--- src/rtl/legv8_pkg.sv ---
// rtl/legv8_pkg.sv - shared LEGv8 execute-stage opcodes, ALUOp encodings and multiplier states
package legv8_pkg;

  localparam logic [10:0] OP_ADD = 11'b10001011000;
  localparam logic [10:0] OP_SUB = 11'b11001011000;
  localparam logic [10:0] OP_AND = 11'b10001010000;
  localparam logic [10:0] OP_ORR = 11'b10101010000;
  localparam logic [10:0] OP_MUL = 11'b10011011000;

  localparam logic [1:0] ALUOP_ADD   = 2'b00;
  localparam logic [1:0] ALUOP_PASSB = 2'b01;
  localparam logic [1:0] ALUOP_RTYPE = 2'b10;
  localparam logic [1:0] ALUOP_ZERO  = 2'b11;

  typedef enum logic [1:0] {
    IDLE = 2'b00,
    BUSY = 2'b01,
    DONE = 2'b10
  } mul_state_t;

endpackage

--- src/rtl/seq_multiplier.sv ---
// rtl/seq_multiplier.sv - iterative shift-add multiplier retiring MUL_STEP bits of b per cycle
module seq_multiplier
  import legv8_pkg::*;
#(
  parameter int WIDTH    = 64,
  parameter int MUL_STEP = 1
) (
  input  logic             clk,
  input  logic             rst,
  input  logic             start,
  input  logic [WIDTH-1:0] a,
  input  logic [WIDTH-1:0] b,
  input  logic             ack,
  output logic             busy,
  output logic             done,
  output logic [WIDTH-1:0] product
);

  localparam int STEPS = WIDTH / MUL_STEP;
  localparam int CW    = $clog2(STEPS + 1);
  localparam logic [CW-1:0] LAST = CW'(STEPS - 1);

  mul_state_t       r_state;
  logic [WIDTH-1:0] r_a;
  logic [WIDTH-1:0] r_b;
  logic [WIDTH-1:0] r_acc;
  logic [CW-1:0]    r_cnt;
  logic [WIDTH-1:0] w_b_lsbs;
  logic [WIDTH-1:0] w_partial;

  assign w_b_lsbs  = WIDTH'(r_b[MUL_STEP-1:0]);
  assign w_partial = r_a * w_b_lsbs;

  // Always runs all STEPS iterations so latency never depends on operand values.
  always_ff @(posedge clk) begin
    if (rst) begin
      r_state <= IDLE;
      r_a     <= '0;
      r_b     <= '0;
      r_acc   <= '0;
      r_cnt   <= '0;
    end else begin
      case (r_state)
        IDLE: begin
          if (start) begin
            r_a     <= a;
            r_b     <= b;
            r_acc   <= '0;
            r_cnt   <= '0;
            r_state <= BUSY;
          end
        end
        BUSY: begin
          r_acc <= r_acc + w_partial;
          r_a   <= r_a << MUL_STEP;
          r_b   <= r_b >> MUL_STEP;
          r_cnt <= r_cnt + CW'(1);
          if (r_cnt == LAST) r_state <= DONE;
        end
        DONE: begin
          if (ack) r_state <= IDLE;
        end
        default: r_state <= IDLE;
      endcase
    end
  end

  assign busy    = (r_state == BUSY);
  assign done    = (r_state == DONE);
  assign product = r_acc;

endmodule

--- src/rtl/execute_stage.sv ---
// rtl/execute_stage.sv - LEGv8 EX stage: operand mux, ALU, branch adder and MUL stall control
module execute_stage
  import legv8_pkg::*;
#(
  parameter int WIDTH    = 64,
  parameter int MUL_STEP = 1
) (
  input  logic             clk,
  input  logic             rst,
  input  logic             hit,
  input  logic [WIDTH-1:0] ReadData1,
  input  logic [WIDTH-1:0] ReadData2,
  input  logic [WIDTH-1:0] SignExtendImmediate,
  input  logic             ALUSrc,
  input  logic [1:0]       ALUOp,
  input  logic [10:0]      Opcode,
  input  logic             Branch,
  input  logic [WIDTH-1:0] PC,
  output logic [WIDTH-1:0] ALUResult,
  output logic             Zero,
  output logic [WIDTH-1:0] BranchTarget,
  output logic             PCSrc,
  output logic             stall,
  output logic             mul_busy
);

  logic [WIDTH-1:0] w_op_b;
  logic [WIDTH-1:0] w_alu;
  logic [WIDTH-1:0] w_product;
  logic             w_busy;
  logic             w_done;
  logic             w_start;

  assign w_op_b  = ALUSrc ? SignExtendImmediate : ReadData2;
  assign w_start = hit && (ALUOp == ALUOP_RTYPE) && (Opcode == OP_MUL) && !w_busy && !w_done;

  always_comb begin
    w_alu = '0;
    case (ALUOp)
      ALUOP_ADD:   w_alu = ReadData1 + w_op_b;
      ALUOP_PASSB: w_alu = w_op_b;
      ALUOP_RTYPE: begin
        case (Opcode)
          OP_ADD:  w_alu = ReadData1 + w_op_b;
          OP_SUB:  w_alu = ReadData1 - w_op_b;
          OP_AND:  w_alu = ReadData1 & w_op_b;
          OP_ORR:  w_alu = ReadData1 | w_op_b;
          default: w_alu = '0;
        endcase
      end
      default: w_alu = '0;
    endcase
  end

  seq_multiplier #(
    .WIDTH    (WIDTH),
    .MUL_STEP (MUL_STEP)
  ) u_mul (
    .clk     (clk),
    .rst     (rst),
    .start   (w_start),
    .a       (ReadData1),
    .b       (w_op_b),
    .ack     (hit),
    .busy    (w_busy),
    .done    (w_done),
    .product (w_product)
  );

  // Once DONE the product is held until the pipeline advances, whatever the inputs do.
  assign ALUResult    = w_done ? w_product : w_alu;
  assign Zero         = (ALUResult == '0);
  assign BranchTarget = PC + (SignExtendImmediate << 2);
  assign PCSrc        = Branch & Zero;
  assign stall        = w_start | w_busy;
  assign mul_busy     = w_busy | w_done;

endmodule

--- config.mk ---
export PLATFORM = sky130hd
export DESIGN_NAME = execute_stage
export DESIGN_NICKNAME = d
export VERILOG_FILES = /design/src/rtl/legv8_pkg.sv /design/src/rtl/seq_multiplier.sv /design/src/rtl/execute_stage.sv
export SDC_FILE = /design/constraint.sdc
export NUM_CORES = 1
export LEC_CHECK = 0
export CAP_MARGIN = 20
export CORE_MARGIN = 10
export CORE_UTILIZATION = 43
export CTS_BUF_LIST = sky130_fd_sc_hd__clkbuf_2 sky130_fd_sc_hd__clkbuf_4 sky130_fd_sc_hd__clkbuf_8
export CTS_CLUSTER_SIZE = 25
export DETAILED_ROUTE_END_ITERATION = 16
export MAX_ROUTING_LAYER = met4
export PLACE_DENSITY_LB_ADDON = 0.25
export SLEW_MARGIN = 20
export SYNTH_ARGS = -nofsm -noshare
export SYNTH_HDL_FRONTEND = slang
export SYNTH_SLANG_ARGS = --single-unit
--- constraint.sdc ---
create_clock -name clk -period 8.15 [get_ports clk]
set_clock_uncertainty 0.2 [all_clocks]
set_input_delay 0.815 -clock clk [delete_from_list [all_inputs] [get_ports clk]]
set_output_delay 0.815 -clock clk [all_outputs]
set_load 0.1 [all_outputs]
# Word level (Yosys, flattened, before mapping)
# Cells that the tools add are included.
# Widths: inputs -> output; s select.
[classes]
add_sub_neg = 5
multipliers = 1
n_div = 0
n_lt_le_gt_ge = 0
eq_ne = 13
n_shift = 0
n_mux = 16
bitwise_logic = 5
reduce_logical = 12
[ops]
columns = ["operator", "n"]
rows = [
  ["$pmux 64 s2", 3],
  ["$mux 64", 5],
  ["$pmux 64 s4", 1],
  ["$add 64x64->64", 3],
  ["$pmux 64 s3", 1],
  ["$and 64x64->64", 1],
  ["$logic_not 64->1", 1],
  ["$mul 64x1->64", 1],
  ["$or 64x64->64", 1],
  ["$sub 64x64->64", 1],
  ["$eq 11x11->1 const B", 5],
  ["$pmux 7 s2", 1],
  ["$add 7x1->7 const B", 1],
  ["$eq 7x6->1 const B", 1],
  ["$mux 7", 1],
  ["$mux 2", 3],
  ["$pmux 2 s3", 1],
  ["$eq 2x1->1 const B", 2],
  ["$eq 2x2->1 const B", 2],
  ["$logic_and 1x1->1", 4],
  ["$logic_not 2->1", 2],
  ["$ne 2x2->1 const B", 2],
  ["$reduce_and 3->1", 1],
  ["$logic_not 1->1", 2],
  ["5 further kinds", 6],
]
[word_totals]
reg_bits = 201
latchBits = 0
ram_bits = 0
romBits = 0
input_bits = 274
out_inout_bits = 132
wordCells = 57
memories = 0

# Depth between registers and ports, before layout
[logic_depth]
word_depth = 7
depth_mapped = 22
ltp_nobuf = 18

# Modules after synthesis
# Synthesis repeated with hierarchy kept, for this count alone.
[hier_totals]
cells_unflattened = 4572
hier_area_um2 = 31138.6
[modules_own_cells]
columns = ["module", "instances", "cells_each", "area_per_inst_um2", "seq_area_each_um2"]
rows = [
  ["execute_stage", 1, 2722, 18218.7, 0.0],
  ["seq_multiplier", 1, 1850, 12919.9, 4023.9],
]

# Worst setup path before layout
# OpenSTA, ideal clock, no wires.
[synth_timing]
path_type = "input port to output port"
from = "input port ALUSrc"
to = "output port Zero"
t_arrival_ps = 10158
t_required_ps = 7135
path_slack_ps = -3023
path_stages = 20
path_buffers = 6
path_cell_list = "buf_2 -> buf_2 -> buf_1 -> buf_2 -> buf_2 -> buf_2 -> mux2i_1 -> ha_1 -> nand4bb_1 -> nor3_1 -> o2111ai_1 -> nand3_1 -> a211o_1 -> nor2_1 -> a2111oi_0 -> nor3_1 -> and4_1 -> o2111a_1 -> nand4b_1 -> nor3_1"
[synth_via]
elab_chain_cells = 6
word_cells_on_any_way = 9
classes_between = "add/sub: 2; mux: 4; bitwise: 2; reduce/logical: 1"
[synth_rtl]
columns = ["item", "line", "source"]
rows = [
  ["from (decl)", "execute_stage.sv:14", "input logic ALUSrc,"],
  ["$mux 64 (*)", "execute_stage.sv:34", "assign w_op_b = ALUSrc ? SignExtendImmediate : ReadData2;"],
  ["$sub 64x64->64, or another cell as far along", "execute_stage.sv:45", "OP_SUB: w_alu = ReadData1 - w_op_b;"],
  ["$pmux 64 s4", "execute_stage.sv:43", "case (Opcode)"],
  ["$pmux 64 s3 (*)", "execute_stage.sv:39", "case (ALUOp)"],
  ["$mux 64 (*)", "execute_stage.sv:71", "assign ALUResult = w_done ? w_product : w_alu;"],
  ["net ALUResult[33]", "execute_stage.sv:19", "output logic [WIDTH-1:0] ALUResult,"],
  ["$logic_not 64->1 (*)", "execute_stage.sv:72", "assign Zero = (ALUResult == '0);"],
  ["to (decl)", "execute_stage.sv:20", "output logic Zero,"],
]
# Mark *: on every way through the listed nets, which the timed path passes. The rest lies on a longest branch.

# Worst setup path after layout
[layout_timing]
from = "input port SignExtendImmediate[0]"
to = "output port Zero"
[layout_via]
elab_chain_cells = 6
word_cells_on_any_way = 9
classes_between = "add/sub: 2; mux: 4; bitwise: 2; reduce/logical: 1"
[layout_rtl]
columns = ["item", "line", "source"]
rows = [
  ["from (decl)", "execute_stage.sv:13", "input logic [WIDTH-1:0] SignExtendImmediate,"],
  ["$mux 64 (*)", "execute_stage.sv:34", ""],
  ["$sub 64x64->64, or another cell as far along", "execute_stage.sv:45", ""],
  ["$pmux 64 s4", "execute_stage.sv:43", ""],
  ["$pmux 64 s3 (*)", "execute_stage.sv:39", ""],
  ["$mux 64 (*)", "execute_stage.sv:71", ""],
  ["$logic_not 64->1 (*)", "execute_stage.sv:72", ""],
]
# Mark *: on every way between the ends. The rest lies on a longest branch, timed or not.

==> flow_metrics.env <==
export IMPL_status="completed"
export IMPL_portBuffers=401
export IMPL_initial_utilization_pct=43.5
export IMPL_post_route_min_period_ps=7920
export IMPL_grt_antenna_before_repair=6
export IMPL_r2r_slack_ps=2790
export IMPL_rows=96
export IMPL_syn_nets=4896
export IMPL_fillerInstances=6889
export IMPL_total_power_mw=5.33
export IMPL_grt_setup_unrepaired="no"
export IMPL_yosys_warnings=0
export IMPL_crit_buf_inv=8
export IMPL_clk_path_buf_depth=3
export IMPL_fmax_mhz=126
export IMPL_die_h_um=284
export IMPL_drtIter0Drc=4152
export IMPL_path_cells="clkdlybuf4s50_1 -> mux2i_1 -> buf_4 -> inv_1 -> ha_1 -> inv_1 -> fa_1 -> o21ba_2 -> o21ai_4 -> a31oi_4 -> o211ai_1 -> buf_4 -> a21oi_1 -> o21ai_0 -> xnor2_1 -> o221ai_2 -> nor4_1 -> and4_1 -> o2111a_1 -> nand4b_1 -> buf_4 -> nor3_2 -> buf_4 -> buf_12"
export IMPL_ys_ff_latch=201
export IMPL_synth_seq_area_share_pct=13.5
export IMPL_hold_path_class="reg -> reg"
export IMPL_worstSetupPathType="in -> out"
export IMPL_critical_path_arrival_ps=6900
export IMPL_synth_xor_area_share_pct=5.10
export IMPL_synth_compound_gate_area_share_pct=31.5
export IMPL_grt_pass1_vias=33077
export IMPL_ioPinCount=406
export IMPL_clk_latency_ps=670
export IMPL_ys_types=95
export IMPL_area_delta_synth_final_pct=22.8
export IMPL_vias=35731
export IMPL_grt_overflow=0
export IMPL_h_tree_depth=2
export IMPL_drt_first_pass_iters=8
export IMPL_max_cap_viol_count=0
export IMPL_post_cts_buffers=0
export IMPL_crit_path_end_kind="output port"
export IMPL_synth_top_family_by_area="compound AO/OA/AOI/OAI gates"
export IMPL_nNetsFinal=5274
export IMPL_synthAdderAreaFrac_pct=15.3
export IMPL_drt_wirelength_per_cell_um=28.4
export IMPL_clk_pin_slew_ps=50
export IMPL_cts_buffers=42
export IMPL_synthArstFlopShare_pct=0
export IMPL_grt_use_total_pct=38.1
export IMPL_dieArea_um2=80400
export IMPL_core_area_um2=68700
export IMPL_startpoint_type="input port"
export IMPL_viasPerCell=6.38
export IMPL_crit_slowest_cell="o21ai_0"
export IMPL_grt_pass1_wl_um=227000
export IMPL_worstPathRequired_ps=7130
export IMPL_fin_cells=5603
export IMPL_fin_crit_sh_pct=97.1
export IMPL_max_slew_margin_pct=21.5
export IMPL_cp_common_cell="buf_4"
export IMPL_setup_viol=0
export IMPL_seq_area_um2=4030
export IMPL_synth_simple_area_share_pct=23.7
export IMPL_fin_area_um2=36700
export IMPL_slowest_delay_ps=630
export IMPL_hold_viol=0
export IMPL_gp_congestion=1.11
export IMPL_worst_slew_pin_slew_ps=1180
export IMPL_drive_gt1_share_pct=9.15
export IMPL_power_leakage_nw=15.1
export IMPL_root_buffer="clkbuf_8"
export IMPL_drc_errors=0
export IMPL_dpl_cell_area_um2=35700
export IMPL_fin_hold_ws_ps=248
export IMPL_avgSynthCellArea_um2=7.01
export IMPL_dpl_hpwl_um=129000
export IMPL_crit_fanout=10
export IMPL_cts_sinks=201
export IMPL_p_per_area_nw_per_um2=145
export IMPL_drv_slew=0
export IMPL_dp_cells=5524
export IMPL_netlist_instances=4259
export IMPL_crit_family="compound AO/OA/AOI/OAI gates"
export IMPL_grt_max_degree=103
export IMPL_max_vdd_ir_drop_mv=0.154
export IMPL_ys_flop_type="dfxtp_1"
export IMPL_synth_mux_area_share_pct=4.92
export IMPL_drt_total_wl_um=159000
export IMPL_setup_tns_ps=0
export IMPL_drtAntennaViolNets=0
export IMPL_die_w_um=284
export IMPL_cts_tree="built"
export IMPL_synth_edf_count=0
export IMPL_synth_area_um2=29900
export IMPL_multi_input_area_um2=24400
## cell families (layout without fill, tap and decap cells)
family | Yosys count | after routing
AOI/OAI and AO/OA | 1445 | 1445
xor gates and xnor gates | 174 | 174
adders and majority gates | 363 | 363
buffers and inverters | 466 | 876
DFF | 201 | 201
muxes | 146 | 146
other | 0 | 3
and+or+nand+nor | 1464 | 1464
## placed cells by master (no fill, tap or decap), types with 48 or more instances in the layout
master / instances
clkbuf_8: 55
clkdlybuf4s50_1: 332
nand3_1: 126
inv_1: 229
a21o_1: 98
xnor2_1: 121
o21ai_0: 290
buf_4: 230
nand2b_1: 61
a21oi_1: 426
nor2_1: 355
mux2i_1: 137
a211oi_1: 103
dfxtp_1: 200
a31oi_1: 48
ha_1: 357
xor2_1: 53
and2_1: 94
nand2_1: 451
nor3_1: 90
## registers in the layout, indices dropped and copies added, names as in the netlist
signal / count
u_mul.product: 64
u_mul.r_b: 64
u_mul.r_state: 2
u_mul.r_a: 64
u_mul.r_cnt: 7
## worst min-delay path: stages, from the launching register on
cell     delay [ps]
dfxtp_1         300
nand2_1          50
a21oi_1          50
## repair_timing
item / CTS / global route
hold buffers: 0 / 0
resized for setup: 0 / 1
endpoints found under the setup margin: 0 / 2
## layout make-up
class | count | share of cell area, %
Sequential cell | 201 | 11.0
Clock inverter | 14 | 0.508
Clock buffer | 62 | 2.21
Timing Repair Buffer | 570 | 14.2
Multi-Input combinational cell | 3592 | 66.6
Antenna cell | 3 | 0.0205
Tap cell | 931 | 3.18
Inverter | 230 | 2.35
## layer usage
metal  GRT usage, %  vias up  routed length (µm)
met2           54.3     1943               64700
met1           50.5    17128               68500
met4           14.9        0                7550
li1               -    16320                   -
met3           10.0      340               18100
met5              -        -                   0
## final timing paths
check / from / endpoint / depth (start not counted)
worst max register to register: u_mul.r_b[0] / u_mul.product[60] / 16
worst min register to register: u_mul.r_b[31] / u_mul.r_b[31] / 2
worst max-delay path: SignExtendImmediate[0] / Zero / 24
worst min-delay path: u_mul.r_b[31] / u_mul.r_b[31] / 2
## Yosys cell counts, types with 98 or more instances
cell / instances / area share (%)
dfxtp_1: 201 / 13
clkbuf_1: 199 / 2.5
a21oi_1: 432 / 7.2
o21ai_0: 299 / 5.0
nand2_1: 453 / 5.7
inv_1: 229 / 2.9
xnor2_1: 121 / 3.5
a211oi_1: 107 / 2.7
nand3_1: 128 / 2.1
nor2_1: 361 / 4.5
ha_1: 359 / 15
a21o_1: 98 / 2.5
mux2i_1: 140 / 4.7
## per-stage QoR
stage                     worst slack [ps]  utilization, %
after floorplan                        171               -
after global placement                 287            51.9
after detailed placement               288            51.9
after CTS                              246            53.4
after global routing                  4.62            53.4
final                                  233            53.4
## power breakdown
part	internal (mW)	switching, mW
combinational	0.887	2.14
clock	0.766	0.558
sequential	0.983	0.0000922
Power figures use the tool's default switching activity.
